File: src/rtl/ring_buffer_frame_pkg.sv
// -----------------------------------------------------------------------------
// ring_buffer_frame_pkg
//
// Shared definitions for the ring_buffer_frame slice.
//   RBF_DATA_W  : default sample width in bits
//   RBF_ADDR_W  : default address width of the sample store
//   RBF_DEPTH   : default number of slots (2**RBF_ADDR_W)
//   rbf_state_t : readout controller state (IDLE, READ)
// -----------------------------------------------------------------------------
package ring_buffer_frame_pkg;

   localparam int RBF_DATA_W = 10;
   localparam int RBF_ADDR_W = 8;
   localparam int RBF_DEPTH  = 1 << RBF_ADDR_W;

   // IDLE : waiting for a Send_Frame rising edge
   // READ : issuing one slot read per cycle, oldest slot first
   typedef enum logic {
      IDLE = 1'b0,
      READ = 1'b1
   } rbf_state_t;

endpackage : ring_buffer_frame_pkg

File: src/rtl/ring_buffer_frame_dpram.sv
// -----------------------------------------------------------------------------
// rbf_dpram
//
// Simple dual-port RAM: one write port, one registered read port, one cycle
// of read latency. Written in the plain form synthesis tools map onto block
// RAM, so the array carries no reset.
//
// A read and a write to the same address on the same edge return the data
// held before the write (read-before-write): both updates are non-blocking,
// so rd_data samples the old array contents.
//
// Ports
//   clk      in   clock, rising edge
//   wr_en    in   write strobe
//   wr_addr  in   ADDR_W  write address
//   wr_data  in   DATA_W  write data
//   rd_addr  in   ADDR_W  read address, sampled every cycle
//   rd_data  out  DATA_W  registered read data
// -----------------------------------------------------------------------------
module rbf_dpram
   import ring_buffer_frame_pkg::*;
#(
   parameter int DATA_W = RBF_DATA_W,
   parameter int ADDR_W = RBF_ADDR_W
) (
   input  logic              clk,
   input  logic              wr_en,
   input  logic [ADDR_W-1:0] wr_addr,
   input  logic [DATA_W-1:0] wr_data,
   input  logic [ADDR_W-1:0] rd_addr,
   output logic [DATA_W-1:0] rd_data
);

   localparam int DEPTH = 1 << ADDR_W;

   logic [DATA_W-1:0] mem [0:DEPTH-1];

   always_ff @(posedge clk) begin
      if (wr_en) begin
         mem[wr_addr] <= wr_data;
      end
   end

   always_ff @(posedge clk) begin
      rd_data <= mem[rd_addr];
   end

endmodule : rbf_dpram

File: src/rtl/ring_buffer_frame.sv
// -----------------------------------------------------------------------------
// ring_buffer_frame
//
// Captures samples from an SPI front end into a circular buffer of DEPTH
// slots and, on request, streams the most recent DEPTH samples out in
// arrival order (oldest first).
//
// Write side: one sample is stored per rising edge of Input_Data_Ready,
// however long the pulse stays high. The write pointer wraps modulo DEPTH
// and a saturating fill counter remembers how many slots hold real data.
//
// Read side: a Send_Frame rising edge seen in IDLE at cycle T latches
// base = write pointer (after any write on that same edge). Slot base+k is
// presented on Output_Data at cycle T+2+k, k = 0..DEPTH-1. Slots never
// written since reset are shown as 0, and Output_Data is 0 outside readout.
// Send_Frame edges during readout are ignored. Writes keep going during
// readout.
//
// Optional feature, macro RING_BUFFER_OVERFLOW_DETECT_EN:
//   defined   - RAM_Overflow is a sticky flag (cleared only by reset) that
//               rises when a write lands on a frame slot whose read has not
//               yet been issued by the current readout. The slot being read
//               on that very edge counts as not yet read: its read returns
//               the old data, so the new sample misses this frame.
//   undefined - RAM_Overflow is tied to 0 and no tracking logic exists.
//
// Ports
//   clk               in   clock, all logic on rising edge
//   reset_b           in   synchronous active-low reset
//   Input_Data        in   DATA_W  sample, stable while Input_Data_Ready high
//   Input_Data_Ready  in   level pulse marking a new sample
//   Send_Frame        in   request to stream the latest DEPTH samples
//   RAM_Overflow      out  sticky overwrite flag (see above)
//   Output_Data       out  DATA_W  registered frame sample stream
// -----------------------------------------------------------------------------
module ring_buffer_frame
   import ring_buffer_frame_pkg::*;
#(
   parameter int DATA_W = RBF_DATA_W,
   parameter int ADDR_W = RBF_ADDR_W
) (
   input  logic              clk,
   input  logic              reset_b,
   input  logic [DATA_W-1:0] Input_Data,
   input  logic              Input_Data_Ready,
   input  logic              Send_Frame,
   output logic              RAM_Overflow,
   output logic [DATA_W-1:0] Output_Data
);

   localparam int                DEPTH  = 1 << ADDR_W;
   localparam logic [ADDR_W:0]   FULL   = (ADDR_W+1)'(DEPTH);
   localparam logic [ADDR_W-1:0] LAST_K = '1;

   // ---------------------------------------------------------------------
   // Edge detection
   // ---------------------------------------------------------------------
   logic dr_q;
   logic sf_q;
   logic wr_en;
   logic sf_edge;

   assign wr_en   = Input_Data_Ready & ~dr_q;
   assign sf_edge = Send_Frame & ~sf_q;

   always_ff @(posedge clk) begin
      if (!reset_b) begin
         dr_q <= 1'b0;
         sf_q <= 1'b0;
      end else begin
         dr_q <= Input_Data_Ready;
         sf_q <= Send_Frame;
      end
   end

   // ---------------------------------------------------------------------
   // Write pointer and saturating fill count
   // ---------------------------------------------------------------------
   logic [ADDR_W-1:0] wr_ptr;
   logic [ADDR_W-1:0] wr_ptr_nxt;
   logic [ADDR_W:0]   fill_cnt;
   logic              fill_full;

   assign wr_ptr_nxt = wr_ptr + 1'b1;
   assign fill_full  = (fill_cnt == FULL);

   always_ff @(posedge clk) begin
      if (!reset_b) begin
         wr_ptr   <= '0;
         fill_cnt <= '0;
      end else if (wr_en) begin
         wr_ptr <= wr_ptr_nxt;
         if (!fill_full) begin
            fill_cnt <= fill_cnt + 1'b1;
         end
      end
   end

   // ---------------------------------------------------------------------
   // Readout controller
   // ---------------------------------------------------------------------
   rbf_state_t        state;
   logic [ADDR_W-1:0] base;
   logic [ADDR_W-1:0] rd_k;
   logic [ADDR_W-1:0] rd_addr;
   logic              slot_valid;
   logic              rd_vld_q;

   assign rd_addr = base + rd_k;

   // Until the buffer has wrapped, the written slots are exactly
   // 0..fill_cnt-1 (wr_ptr equals fill_cnt). The registered fill count is
   // the pre-write value, which matches the read-before-write RAM data.
   assign slot_valid = fill_full | ({1'b0, rd_addr} < fill_cnt);

   always_ff @(posedge clk) begin
      if (!reset_b) begin
         state    <= IDLE;
         base     <= '0;
         rd_k     <= '0;
         rd_vld_q <= 1'b0;
      end else begin
         rd_vld_q <= 1'b0;
         case (state)
            IDLE: begin
               if (sf_edge) begin
                  // A write on this same edge belongs to the frame as its
                  // newest sample, so the oldest slot is one further on.
                  base  <= wr_en ? wr_ptr_nxt : wr_ptr;
                  rd_k  <= '0;
                  state <= READ;
               end
            end
            READ: begin
               rd_vld_q <= slot_valid;
               rd_k     <= rd_k + 1'b1;
               if (rd_k == LAST_K) begin
                  state <= IDLE;
               end
            end
            default: begin
               state <= IDLE;
            end
         endcase
      end
   end

   // ---------------------------------------------------------------------
   // Sample store
   // ---------------------------------------------------------------------
   logic [DATA_W-1:0] ram_q;

   rbf_dpram #(
      .DATA_W (DATA_W),
      .ADDR_W (ADDR_W)
   ) u_dpram (
      .clk     (clk),
      .wr_en   (wr_en),
      .wr_addr (wr_ptr),
      .wr_data (Input_Data),
      .rd_addr (rd_addr),
      .rd_data (ram_q)
   );

   // ---------------------------------------------------------------------
   // Output register: zero outside readout and for never-written slots
   // ---------------------------------------------------------------------
   logic [DATA_W-1:0] out_q;

   always_ff @(posedge clk) begin
      if (!reset_b) begin
         out_q <= '0;
      end else begin
         out_q <= rd_vld_q ? ram_q : '0;
      end
   end

   assign Output_Data = out_q;

   // ---------------------------------------------------------------------
   // Overflow tracking
   // ---------------------------------------------------------------------
`ifdef RING_BUFFER_OVERFLOW_DETECT_EN
   logic [ADDR_W-1:0] wr_off;
   logic              ovf_q;

   // Position of the write inside the current frame; slots at or beyond
   // the one being read now have not been delivered by this readout yet.
   assign wr_off = wr_ptr - base;

   always_ff @(posedge clk) begin
      if (!reset_b) begin
         ovf_q <= 1'b0;
      end else if ((state == READ) && wr_en && (wr_off >= rd_k)) begin
         ovf_q <= 1'b1;
      end
   end

   assign RAM_Overflow = ovf_q;
`else
   assign RAM_Overflow = 1'b0;
`endif

endmodule : ring_buffer_frame

File: config.mk
export PLATFORM = sky130hd
export DESIGN_NAME = ring_buffer_frame
export DESIGN_NICKNAME = d
export VERILOG_FILES = /design/src/rtl/ring_buffer_frame_pkg.sv /design/src/rtl/ring_buffer_frame_dpram.sv /design/src/rtl/ring_buffer_frame.sv
export SDC_FILE = /design/constraint.sdc
export NUM_CORES = 2
export LEC_CHECK = 0
export ABC_AREA = 1
export BUFFER_PORTS_ARGS = -buffer_cell sky130_fd_sc_hd__buf_2
export CORE_ASPECT_RATIO = 0.6
export CORE_UTILIZATION = 37
export CTS_BUF_LIST = sky130_fd_sc_hd__clkbuf_16
export CTS_CLUSTER_DIAMETER = 150
export CTS_CLUSTER_SIZE = 14
export DETAILED_ROUTE_END_ITERATION = 12
export PLACE_DENSITY_LB_ADDON = 0.05
export SLEW_MARGIN = 20
export SYNTH_ARGS = -nofsm -noshare
export SYNTH_HDL_FRONTEND = slang
export SYNTH_HIERARCHICAL = 1
export SYNTH_SLANG_ARGS = --single-unit
File: constraint.sdc
create_clock -name clk -period 2.6 [get_ports clk]
set_input_delay 0.26 -clock clk [delete_from_list [all_inputs] [get_ports clk]]
set_output_delay 0.26 -clock clk [all_outputs]
set_load 0.005 [all_outputs]
==> flow_summary.yaml <==
worst_setup_path:
  r2r_cells: 16
  crit_chain: "ha_4 -> fa_4 -> buf_8 -> clkinv_16 -> buf_16 -> buf_16 -> nand3_1 -> nand3_1 -> nand3_1 -> nand3_2 -> nand3_2 -> buf_6 -> nand3_4 -> nand2_4 -> nand2_4 -> nand2_1"
  cp_slowest_cell: "fa_4"
  regToRegEndpoint: "u_dpram/rd_data[5]$_DFF_P_"
  cp.required_ns: 3.44
  crit_path_frequent_cell: "nand3_1"
  startpoint_type: "flop"
  endpoint_kind: "flop"
  regToRegSetupSlack_ns: -0.65
  rr_startpoint: "rd_k[0]$_SDFFE_PN0P_"
  worst-path-max-fanout: 8
  crit_start: "rd_k[0]$_SDFFE_PN0P_"
  arrival_ns: 4.09
  slowest_delay_ns: 0.79
  crit_family: "simple AND/OR/NAND/NOR gates"
  path_buf_inv: 5
  path_class: "flop to flop"
clock_tree:
  cts_buffer_depth: 4
  cts.clk_slew.worst_paths_ns: 0.08
  clockRootBuffer: "clkbuf_16"
  clk_latency_ns: 0.92
  cts_buffers: 212
  cts_tree: "done"
  clkSinkCount: 2617
  h-tree-depth: 4
routing:
  wl_per_cell_um: 28.1
  ant_nets: 0
  drt_iter0_markers: 8608
  firstDrtPassIters: 8
  routed_wl_mm: 378
  drcViolationCount: 0
  via_per_inst: 5.47
  vias: 73700
synth:
  yosysWarnings: 6
  avgSynthCellArea_um2: 11.8
  synth_common_cells: "2,738 x nand2_1, 2,560 x edfxtp_1, 2,546 x nand3_1, 335 x buf_2, 324 x nor2_1"
  ys_async_sr_fraction: 0
  synth_seq_area_share: 0.734
  synth_ff_type: "edfxtp_1"
  synth_top_cell_area_share: 0.724
  synth_top_area_cell: "edfxtp_1"
  synth.area.top_cells: "edfxtp_1 72%, nand3_1 12%, nand2_1 9.7%, buf_2 1.6%, nor2_1 1.1%"
  synthCells: 9013
  synth_edf_count: 2560
  syn_nets: 9046
  synth_area_mm2: 0.106
  post-synth-top-count-cell: "nand2_1"
  synth.distinct_cells: 37
  ys_seq_elements: 2617
placed_design:
  place_hpwl_mm: 233
  io_buffers: 23
  dp_worst_setup_slack_ns: -1.20
  place.gp.congestion: 0.871
global_routing:
  grt_pass1_vias: 69200
  grt_overflow: 0
  grt_start_max_net_pins: 76
  antenna_found_initial: 20
  grt_first_pass_wirelength_mm: 536
  grt_use_total: 0.258
sta:
  fmax_mhz: 307
  min_period_ns: 3.25
  setup_violations: 11
  fin_hold_ws_ns: 0.351
  fin_skew_ns: 0.0686
  finalSetupTns_ns: -6.05
  final.period_utilization: 1.25
  max_slew_margin: 0.455
  setup_slack_ns: -0.653
  maxSlewViolCount: 0
  tightestPinTransition_ns: 0.818
  rsz0062_at_grt: "true"
  finalHoldViolations: 0
outcome:
  violations: "setup timing"
  status: "finished with violations"
finish:
  drive_gt1_frac: 0.180
  area_delta_synth_final_pct: 20.8
  finalNetCount: 9630
die:
  core.rowCount: 151
  placeableCoreArea_mm2: 0.284
  start_util: 0.374
  io_pins: 25
  dieArea_mm2: 0.289
  die_w_um: 694
  die_h_um: 417
pwr:
  vdd_drop_max_v: 0.000517
  leakagePower_nw: 45.6
  power.density_mw_per_mm2: 731
min_path:
  holdCritPathClass: "primary input to flop"
  hold_end: "rd_k[1]$_SDFFE_PN0P_"
  holdPathStages: 5
  hp-start: "Send_Frame"
job:
  maxCapViolCount: 0
==> report_power, final <==
part           internal [W]  leakage, nW  switching [W]
Clock                0.0146         2.84         0.0148
Sequential           0.0463         23.5      0.0000715
Combinational       0.00595         19.3         0.0119
Total                0.0669         45.6         0.0269
==> worst reg2reg max path: stages (launching register included) <==
cell and delay, ns:
dfxtp_2 0.34, ha_4 0.16, fa_4 0.79, buf_8 0.15, clkinv_16 0.14, buf_16 0.24, buf_16 0.22, nand3_1 0.16
nand3_1 0.13, nand3_1 0.16, nand3_2 0.10, nand3_2 0.07, buf_6 0.15, nand3_4 0.16, nand2_4 0.13, nand2_4 0.06
nand2_1 0.08
==> timing repair <==
item / 4_1_cts / 5_1_grt
cloned: 34 / 3
buffers inserted: 36 / 9
resized for setup: 595 / 201
hold buffers: 15 / 0
setup endpoints to repair: 11 / 11
pin swaps: 119 / 103
endpoints found under the hold margin: 454 / 0
==> sequential cells by signal (all words and copies together), names as in the netlist <==
register and flops:
base 8, sf_q 1, Output_Data 10, fill_cnt 9, u_dpram/mem 2560, u_dpram/rd_data 10, rd_vld_q 1, rd_k 8
dr_q 1, wr_ptr 8, state 1
==> cell type report <==
cell class              instances  area, µm²
well taps                    3825       4790
inverters                      87        397
repair buffers                972      10900
fillers                     25800     156000
repair inverters                1       8.76
multi-input cells            5706      28600
clock buffers                 216       5410
diodes                          8       20.0
flip-flops and latches       2617      78000
clock inverters                34        145
==> per-stage QoR <==
| stage | total power, W | util | instance area, µm² | std cells |
|---|---|---|---|---|
| 3_5_place_dp | 0.0624 | 0.412 | 117000 | 13100 |
| 2_1_floorplan | 0.0549 | - | 106000 | 9013 |
| 3_3_place_gp | 0.0625 | 0.412 | 117000 | 13100 |
| 5_1_grt | 0.0969 | 0.452 | 128000 | 13500 |
| 6_report | 0.0938 | 0.452 | 128000 | 13500 |
| 4_1_cts | 0.0938 | 0.448 | 127000 | 13500 |
==> layout by cell type, fill, tap and decap left out, types with 2 or more instances in the layout <==
master and instances:
bufbuf_16 4, o21ai_1 3, diode_2 8, dlygate4sd3_1 15, buf_2 13, buf_6 45
buf_12 172, inv_6 3, nand3_4 128, nand3_2 349, edfxtp_1 2560, nor2_1 323
buf_8 21, xor2_4 3, clkinv_1 2, nand2_2 37, clkbuf_16 219, nor2_2 5
a21oi_2 3, nand2_4 11, nand2_1 2694, nand4_1 4, dfxtp_2 3, o21a_1 3
a21oi_1 26, buf_16 50, nand3_1 2070, inv_2 4, inv_1 107, dfxtp_1 54
buf_4 649, ha_4 3, o21ai_0 11, xor2_1 5, ha_1 15
==> cells by family (layout without fill, tap and decap cells) <==
kind of cell / count (synthesis) / count (layout) / synth area share
other cells: 1 / 9 / 0.0000353
xor+xnor: 9 / 9 / 0.000742
compound gates: 52 / 52 / 0.00265
flops: 2617 / 2617 / 0.734
simple gates: 5624 / 5624 / 0.229
fa+ha+maj: 19 / 19 / 0.00231
mux: 1 / 1 / 0.0000942
buf+inv: 690 / 1310 / 0.0307
==> routing by layer <==
metal  up-vias  GRT usage  share of wire
met5         -          0        0.00038
met4        22     0.0430          0.017
met3       371     0.0513          0.093
met2      2931      0.351           0.40
met1     37300      0.421           0.49
li1      33000          -              -
==> worst max path at each step <==
stage	endpoint	slack, ns	depth (start not counted)
final	u_dpram/rd_data[5]$_DFF_P_	-0.65	16
after global routing	u_dpram/rd_data[5]$_DFF_P_	-0.68	15
after CTS	u_dpram/rd_data[9]$_DFF_P_	-0.62	16
after detailed placement	u_dpram/rd_data[9]$_DFF_P_	-1.20	14
after global placement	u_dpram/rd_data[9]$_DFF_P_	-1.22	14
after floorplan	u_dpram/rd_data[8]$_DFF_P_	0.17	14
Note: power is estimated with default switching activity, not from simulation.
